==> config.mk <==
export PLATFORM = sky130hd
export DESIGN_NAME = ld_str_multiple_addr_sequencer
export DESIGN_NICKNAME = d
export VERILOG_FILES = /design/src/rtl/ld_str_multiple_addr_sequencer_pkg.sv /design/src/rtl/ld_str_multiple_addr_sequencer_lowest_set_bit_enc.sv /design/src/rtl/ld_str_multiple_addr_sequencer.sv
export SDC_FILE = /design/constraint.sdc
export NUM_CORES = 1
export LEC_CHECK = 0
export CORE_AREA = 2 2 194 196
export CTS_CLUSTER_DIAMETER = 80
export DETAILED_ROUTE_END_ITERATION = 8
export DIE_AREA = 0 0 196 198
export GPL_ROUTABILITY_DRIVEN = 0
export GPL_TIMING_DRIVEN = 0
export HOLD_SLACK_MARGIN = 0.06
export PLACE_DENSITY_LB_ADDON = 0.12
export SYNTH_ARGS = -nofsm -noshare
export SYNTH_HDL_FRONTEND = slang
export SYNTH_SLANG_ARGS = --single-unit
export TNS_END_PERCENT = 30
==> constraint.sdc <==
create_clock -name clk_in -period 8.2 [get_ports clk_in]
set_clock_uncertainty 0.1 [all_clocks]
set_input_delay 0.82 -clock clk_in [delete_from_list [all_inputs] [get_ports clk_in]]
set_output_delay 0.82 -clock clk_in [all_outputs]
set_load 0.1 [all_outputs]
==> src/rtl/ld_str_multiple_addr_sequencer_pkg.sv <==
// Shared encodings and default widths for the load/store-multiple address sequencer.
// Mode and state enums live here so the top and any future siblings agree on them.
package ld_str_multiple_addr_sequencer_pkg;

  localparam int ADDR_W_DEF     = 32;
  localparam int NREGS_DEF      = 16;
  localparam int REG_ADDR_W_DEF = 4;
  localparam int WORD_BYTES_DEF = 4;

  typedef enum logic [1:0] {
    MODE_IA = 2'b00,
    MODE_IB = 2'b01,
    MODE_DA = 2'b10,
    MODE_DB = 2'b11
  } mode_e;

  typedef enum logic [1:0] {
    ST_IDLE = 2'b00,
    ST_XFER = 2'b01,
    ST_DONE = 2'b10
  } state_e;

endpackage

==> src/rtl/ld_str_multiple_addr_sequencer_lowest_set_bit_enc.sv <==
// Priority encoder returning the index of the lowest set bit of a register list,
// plus a valid flag that is low when the list is empty.
module lowest_set_bit_enc #(
  parameter int NREGS      = 16,
  parameter int REG_ADDR_W = 4
) (
  input  logic [NREGS-1:0]      vec_i,
  output logic [REG_ADDR_W-1:0] idx_o,
  output logic                  valid_o
);

  always_comb begin
    idx_o   = '0;
    valid_o = 1'b0;
    // Scan from the top so the last hit, the lowest index, wins.
    for (int i = NREGS - 1; i >= 0; i--) begin
      if (vec_i[i]) begin
        idx_o   = REG_ADDR_W'(i);
        valid_o = 1'b1;
      end
    end
  end

endmodule

==> src/rtl/ld_str_multiple_addr_sequencer.sv <==
// Load/store-multiple address sequencer: one req/ack transfer per listed register,
// lowest register at the lowest address, then a one-cycle done/writeback pulse.
//
// state   | meaning
// IDLE    | waiting for an executed start
// XFER    | presenting transfers, advancing on each ack
// DONE    | one-cycle done pulse with optional base writeback
module ld_str_multiple_addr_sequencer
  import ld_str_multiple_addr_sequencer_pkg::*;
#(
  parameter int ADDR_W     = ADDR_W_DEF,
  parameter int NREGS      = NREGS_DEF,
  parameter int REG_ADDR_W = REG_ADDR_W_DEF,
  parameter int WORD_BYTES = WORD_BYTES_DEF
) (
  input  logic                  clk_in,
  input  logic                  reset_in,
  input  logic                  start_in,
  input  logic                  instr_exec_in,
  input  logic [ADDR_W-1:0]     base_addr_in,
  input  logic [NREGS-1:0]      reg_list_in,
  input  logic [1:0]            mode_in,
  input  logic                  ld_str_in,
  input  logic                  wb_en_in,
  input  logic                  mem_ack_in,
  output logic                  mem_req_out,
  output logic [ADDR_W-1:0]     mem_addr_out,
  output logic                  mem_rd_wr_out,
  output logic [REG_ADDR_W-1:0] reg_addr_out,
  output logic                  busy_out,
  output logic                  done_out,
  output logic                  base_wb_en_out,
  output logic [ADDR_W-1:0]     base_wb_data_out
);

  localparam int CNT_W = $clog2(NREGS + 1);

  state_e                  state_q, state_d;
  logic [NREGS-1:0]        list_q, list_d;
  logic [ADDR_W-1:0]       addr_q, addr_d;
  logic [ADDR_W-1:0]       wb_data_q, wb_data_d;
  logic                    rd_wr_q, rd_wr_d;
  logic                    wb_en_q, wb_en_d;

  logic [NREGS-1:0]        sel_list;
  logic [NREGS-1:0]        list_rem;
  logic [REG_ADDR_W-1:0]   sel_idx;
  logic                    sel_valid;
  logic [CNT_W-1:0]        cnt;
  logic [ADDR_W-1:0]       step;
  logic [ADDR_W-1:0]       span;
  logic [ADDR_W-1:0]       first_addr;
  logic [ADDR_W-1:0]       wb_val;
  logic                    start_ok;

  // In IDLE the encoder looks at the incoming list so its valid flag doubles as N > 0.
  assign sel_list = (state_q == ST_IDLE) ? reg_list_in : list_q;

  lowest_set_bit_enc #(
    .NREGS      (NREGS),
    .REG_ADDR_W (REG_ADDR_W)
  ) u_lsb_enc (
    .vec_i   (sel_list),
    .idx_o   (sel_idx),
    .valid_o (sel_valid)
  );

  always_comb begin
    cnt = '0;
    for (int i = 0; i < NREGS; i++) begin
      cnt = cnt + CNT_W'(reg_list_in[i]);
    end
  end

  assign step     = ADDR_W'(WORD_BYTES);
  assign span     = ADDR_W'(cnt) * step;
  assign start_ok = start_in & instr_exec_in;
  assign list_rem = list_q & (list_q - NREGS'(1));
  assign wb_val   = mode_in[1] ? (base_addr_in - span) : (base_addr_in + span);

  always_comb begin
    first_addr = base_addr_in;
    case (mode_in)
      MODE_IA: first_addr = base_addr_in;
      MODE_IB: first_addr = base_addr_in + step;
      MODE_DA: first_addr = base_addr_in - span + step;
      MODE_DB: first_addr = base_addr_in - span;
      default: first_addr = base_addr_in;
    endcase
  end

  always_comb begin
    state_d   = state_q;
    list_d    = list_q;
    addr_d    = addr_q;
    wb_data_d = wb_data_q;
    rd_wr_d   = rd_wr_q;
    wb_en_d   = wb_en_q;
    case (state_q)
      ST_IDLE: begin
        if (start_ok) begin
          list_d    = reg_list_in;
          addr_d    = first_addr;
          rd_wr_d   = ld_str_in;
          wb_en_d   = wb_en_in & sel_valid;
          wb_data_d = wb_val;
          state_d   = sel_valid ? ST_XFER : ST_DONE;
        end
      end
      ST_XFER: begin
        if (mem_ack_in) begin
          list_d = list_rem;
          addr_d = addr_q + step;
          if (list_rem == '0) state_d = ST_DONE;
        end
      end
      ST_DONE: state_d = ST_IDLE;
      default: state_d = ST_IDLE;
    endcase
  end

  always_ff @(posedge clk_in) begin
    if (!reset_in) begin
      state_q   <= ST_IDLE;
      list_q    <= '0;
      addr_q    <= '0;
      wb_data_q <= '0;
      rd_wr_q   <= 1'b0;
      wb_en_q   <= 1'b0;
    end else begin
      state_q   <= state_d;
      list_q    <= list_d;
      addr_q    <= addr_d;
      wb_data_q <= wb_data_d;
      rd_wr_q   <= rd_wr_d;
      wb_en_q   <= wb_en_d;
    end
  end

  assign mem_req_out      = (state_q == ST_XFER);
  assign mem_addr_out     = mem_req_out ? addr_q : '0;
  assign mem_rd_wr_out    = mem_req_out & rd_wr_q;
  assign reg_addr_out     = mem_req_out ? sel_idx : '0;
  assign busy_out         = (state_q != ST_IDLE);
  assign done_out         = (state_q == ST_DONE);
  assign base_wb_en_out   = done_out & wb_en_q;
  assign base_wb_data_out = base_wb_en_out ? wb_data_q : '0;

endmodule
Word-level counts from Yosys, hierarchy flattened

Index checks and enable logic that the tools add are counted.

Register bits: 84
Logic and storage cells: 97
Bits of input ports: 57
Output and inout bits: 73

Mux-type cells: 49
Bitwise logic cells: 5
Reduce and logical (&&, ||, !) cells: 8
Add/subtract/negate cells: 21
Equality and inequality tests: 8

Operators by type and width:

| operator                | count |
|---|---|
| $mux W32                | 5 |
| $pmux W32 S4            | 1 |
| $add A32 B3 Y32 const B | 3 |
| $mux W4                 | 17 |
| $pmux W32 S2            | 1 |
| $add A5 B1 Y5           | 11 |
| $mux W16                | 3 |
| $add A32 B7 Y32         | 1 |
| $pmux W16 S2            | 1 |
| $sub A32 B7 Y32         | 1 |
| $and A16 B16 Y16        | 1 |
| $logic_not A16 Y1       | 1 |
| $mux W1                 | 16 |
| $sub A16 B1 Y16 const B | 1 |
| $mux W2                 | 4 |
| $eq A2 B2 Y1 const B    | 3 |
| $reduce_and A3 Y1       | 2 |
| $add A4 B1 Y5           | 1 |
| $add A3 B1 Y4           | 1 |
| $and A1 B1 Y1           | 4 |
| $eq A2 B1 Y1 const B    | 2 |
| $logic_not A2 Y1        | 2 |
| $ne A2 B2 Y1 const B    | 2 |
| $pmux W2 S2             | 1 |
| 5 further kinds         | 6 |

Longest topological paths before layout

Word-level depth: 21
Gate-level depth with buffers: 25
Depth with buffers taken out: 23

By module

A second synthesis with hierarchy kept.

Cells, all modules: 1,338
Area, all modules: 9,132.5 um^2

Modules (own cells, without submodules):

| module                         | instances | cells each | area an instance (um^2) | sequential area each (um^2) |
|---|---|---|---|---|
| ld_str_multiple_addr_sequencer | 1         | 1,305      | 8,953.6                 | 1,681.6 |
| lowest_set_bit_enc             | 1         | 33         | 178.9                   | 0.0 |

Worst setup path after synthesis

Ideal clock, no wire load.

Path kind: in2out
Start point: in reg_list_in[13]
End point: out reg_addr_out[1]
Path buffers: 0
Required time: 7,280 ps
Arrival: 6,059 ps
Cell stages on the path: 7
Setup slack: 1,221 ps
Cells stage by stage: nor3_1 a21oi_1 inv_1 a21oi_1 nor2_1 o21bai_1 a2111oi_0

Longest elaborated chain between the ends: 16

RTL lines:

| item                   | line                                                    | text |
|---|---|---|
| start: declaration     | ld_str_multiple_addr_sequencer.sv:21                    | `input logic [NREGS-1:0] reg_list_in,` |
| $mux W16               | ld_str_multiple_addr_sequencer.sv:57                    | `assign sel_list = (state_q == ST_IDLE) ? reg_list_in : list_q;` |
| $mux W4 (14 in series) | ld_str_multiple_addr_sequencer_lowest_set_bit_enc.sv:17 | `if (vec_i[i]) begin` |
| $mux W4                | ld_str_multiple_addr_sequencer.sv:143                   | `assign reg_addr_out = mem_req_out ? sel_idx : '0;` |
| end: declaration       | ld_str_multiple_addr_sequencer.sv:29                    | `output logic [REG_ADDR_W-1:0] reg_addr_out,` |

Every way passes these cells.

Worst setup path in the final report

Start point: in reg_list_in[1]
End point: reg addr_q[31]

Longest elaborated chain between the ends: 20

RTL lines:

| item                             | line                                                                       | text |
|---|---|---|
| $add A1 B1 Y2 (*)                | ld_str_multiple_addr_sequencer.sv:71                                       | `cnt = cnt + CNT_W'(reg_list_in[i]);` |
| $add A2 B1 Y3 (*)                | ld_str_multiple_addr_sequencer.sv:71                                       |  |
| $add A3 B1 Y4 (*)                | ld_str_multiple_addr_sequencer.sv:71                                       |  |
| $add A4 B1 Y5 (*)                | ld_str_multiple_addr_sequencer.sv:71                                       |  |
| $add A5 B1 Y5 (*) (11 in series) | ld_str_multiple_addr_sequencer.sv:71                                       |  |
| $sub A32 B7 Y32 (*)              | ld_str_multiple_addr_sequencer.sv:86, ld_str_multiple_addr_sequencer.sv:87 |  |
| $add A32 B3 Y32                  | ld_str_multiple_addr_sequencer.sv:86                                       | `MODE_DA: first_addr = base_addr_in - span + step;` |
| $pmux W32 S4 (*)                 | ld_str_multiple_addr_sequencer.sv:83                                       | `case (mode_in)` |
| $mux W32 (*)                     | ld_str_multiple_addr_sequencer.sv:101                                      | `if (start_ok) begin` |
| $pmux W32 S2 (*)                 | ld_str_multiple_addr_sequencer.sv:99                                       | `case (state_q)` |
| end signal: assignment           | ld_str_multiple_addr_sequencer.sv:133                                      | `addr_q <= addr_d;` |
| end: declaration                 | ld_str_multiple_addr_sequencer.sv:40                                       | `logic [ADDR_W-1:0] addr_q, addr_d;` |

Mark *: on every way between the ends. The rest lies on a longest branch, timed or not. The select of a mux whose other input is x is not followed.
A chain may end at the register's enable or synchronous reset.

==> run_results.csv <==
group,metric,value,unit
outcome,status,"completed",
placement,dpl_cell_area,0.0109,mm2
floorplanning,die_x,196,um
critical_path,worstPathArrival,8030,ps
critical_path,r2r_slack,4480,ps
routing,dr.pass1.iters,7,
sta,slew_viol_final,0,
floorplanning,die_area,0.0388,mm2
yosys,seq_area_frac_synth,18.5,%
critical_path,worstPathCellList,"clkdlybuf4s50_1 > inv_1 > fa_1 > fa_1 > fa_1 > fa_1 > inv_1 > ha_1 > fa_1 > a21o_1 > and2_1 > ha_1 > nor2_1 > o311a_1 > buf_6 > buf_6 > nor3_1 > nor4b_1 > mux2_2 > a221oi_1 > a21oi_1",
hold_path,hold_path.class,"flip-flop to flip-flop",
yosys,yosysMostFrequentCell,"nand2_1",
global_routing,antenna_found_initial,0,
clocking,clk_latency,370,ps
global_routing,grt_pass1_wl,65.5,mm
yosys,yosys.area.top_type_share,18.5,%
routing,post_drt_wl_per_cell,23.2,um
sta,hold_viol,0,
floorplanning,die_h,198,um
clocking,cts_buffer_depth,2,
power,ir_drop,0.118,mV
critical_path,crit_fanout,10,
placement,io_buffer_count,118,
floorplanning,core_area,0.0370,mm2
final_layout,final_area,0.0112,mm2
final_layout,n_fill_cell,4139,
floorplanning,ioPinCount,130,
sta,relSlewSlack,4.35,%
final_layout,drive_above_1_share,5.17,%
yosys,ys_warn_count,0,
sta,tightest_slew,1430,ps
critical_path,crit_path_start_kind,"input port",
clocking,cts_resized,0,
yosys,ys_types,95,
power,leakage,4.08,nW
critical_path,max_stage_delay,860,ps
sta,fin_crit,7900,ps
sta,rsz0062_at_grt,"false",
critical_path,crit_slowest_cell,"nor3_1",
clocking,clk_pin_slew,70,ps
floorplanning,initial_core_util,24.6,%
routing,routed_wl,44.6,mm
critical_path,end_kind,"flip-flop",
global_routing,grt_pass1_vias,10302,
yosys,yosys.area.top_type,"dfxtp_1",
routing,viasPerCell,5.50,
final_layout,antenna_cells,0,
clocking,cts-root-buf,"clkbuf_16",
final_layout,syn2layout_area_growth,22.9,%
yosys,yosys-top-cells-count,"nand2_1 (149), a21oi_1 (121), nor2_1 (94)",
clocking,htreeDepth,3,
final_layout,fin_nets,1535,
routing,drcViolationCount,0,
yosys,ys_ff_latch,84,
power,power_density,193,mW/mm2
yosys,synthTopCellsByArea,"dfxtp_1 (19%), a21oi_1 (6.7%), nand2_1 (6.2%)",
sta,hold-worst-slack,352,ps
routing,antenna_left,0,
critical_path,path_class,"input port to flip-flop",
sta,fmax,127,MHz
final_layout,post-route-util,30.2,%
floorplanning,rows,71,
routing,vias,10580,
routing,first_iter_violations,925,
yosys,avgSynthCellArea,6.90,um2
critical_path,cp.required,8330,ps
clocking,cts_tree,"yes",
critical_path,cp_top_family,"adder cells",
clocking,postCtsHoldBufs,0,
yosys,async_flop_share,0,%
clocking,cts.sinks,84,
power,total_power,2.15,mW
global_routing,overflow,0,
sta,finalSetupViolations,0,
yosys,syn_area,0.00909,mm2
flow_run,max_cap_violations,0,
yosys,synth_fp_nets,1406,
critical_path,cp_num_buf_inv,5,
critical_path,path_common_cell,"fa_1",
yosys,synth_cells,1316,
yosys,synth_edf_count,0,
yosys,synthFlopType,"dfxtp_1",
global_routing,grt_usage,22.6,%
global_routing,grt_max_degree,17,
sta,period_share,96.3,%
clocking,post-cts-setup-buffers,0,
placement,hpwl,35.2,mm
clocking,cts_buffers,9,
## state kept, by name, summed over array words and instances (netlist names)
| register | count |
|---|---|
| list_q | 16 |
| wb_en_q | 1 |
| rd_wr_q | 1 |
| addr_q | 32 |
| wb_data_q | 32 |
| state_q | 2 |
## worst reg2reg max path: stages, from the launching register on
cell and delay (ps):
dfxtp_1 360, inv_1 80, clkbuf_1 610, nand2_1 360, inv_1 170, nand2_1 240, nand2_1 490, clkbuf_1 620
o21ai_0 200, a21oi_1 220, o22ai_1 100
## placed cells by master, fill, tap and decap left out, drive strengths merged, types with 21 or more instances in the layout
| cell type | n |
|---|---|
| o21ai | 92 |
| nand3 | 52 |
| nor2 | 96 |
| a21oi | 121 |
| nand4 | 23 |
| a31oi | 25 |
| nor3 | 49 |
| nor4 | 26 |
| buf | 27 |
| inv | 72 |
| dfxtp | 84 |
| ha | 21 |
| nand2 | 150 |
| and3 | 79 |
| xnor2 | 56 |
| clkbuf | 84 |
| clkdlybuf4s50 | 118 |
## stage by stage
stage	std cells	setup slack [ps]	setup TNS [ps]
floorplan	1316	1220	0
global placement	1908	42.8	0
detailed placement	1908	-0.935	-0.935
CTS	1924	351	0
global route	1924	71.1	0
finish	1924	300	0
## worst paths after layout
| check | startpoint | to | depth (start not counted) |
|---|---|---|---|
| max | reg_list_in[1] | addr_q[31] | 21 |
| min | wb_data_q[17] | wb_data_q[17] | 2 |
| max reg2reg | state_q[1] | addr_q[29] | 10 |
| min reg2reg | wb_data_q[17] | wb_data_q[17] | 2 |
## power breakdown
part | internal [mW] | switching [mW]
combinational | 0.426 | 0.796
clock | 0.241 | 0.210
sequential | 0.443 | 0.0365
total | 1.11 | 1.04
## metal layers
layer | GRT usage [%] | up-vias | wire, um
met5 | 0 | - | 0
met4 | 9.90 | 0 | 1790
met3 | 3.10 | 80 | 2530
met2 | 37.2 | 366 | 20400
met1 | 29.5 | 5124 | 19800
li1 | - | 5010 | -
## cell type report
class,count,area [um2],area share (%)
tap,474,593,5.31
clock buffer,9,225,2.02
inverter,72,270,2.42
sequential,84,1680,15.1
timing repair buffer,118,1180,10.6
buffer,102,442,3.96
clock inverter,7,80.1,0.717
multi-input combinational,1058,6690,59.9
## logic make-up after synthesis
family / share of synthesized area, %
and+or+nand+nor: 33.2
AOI/OAI and AO/OA: 26.7
buffers and inverters: 7.84
DFF: 18.5
xor gates and xnor gates: 7.12
adders and majority gates: 5.98
muxes: 0.675
(Power assumes the default switching activity.)
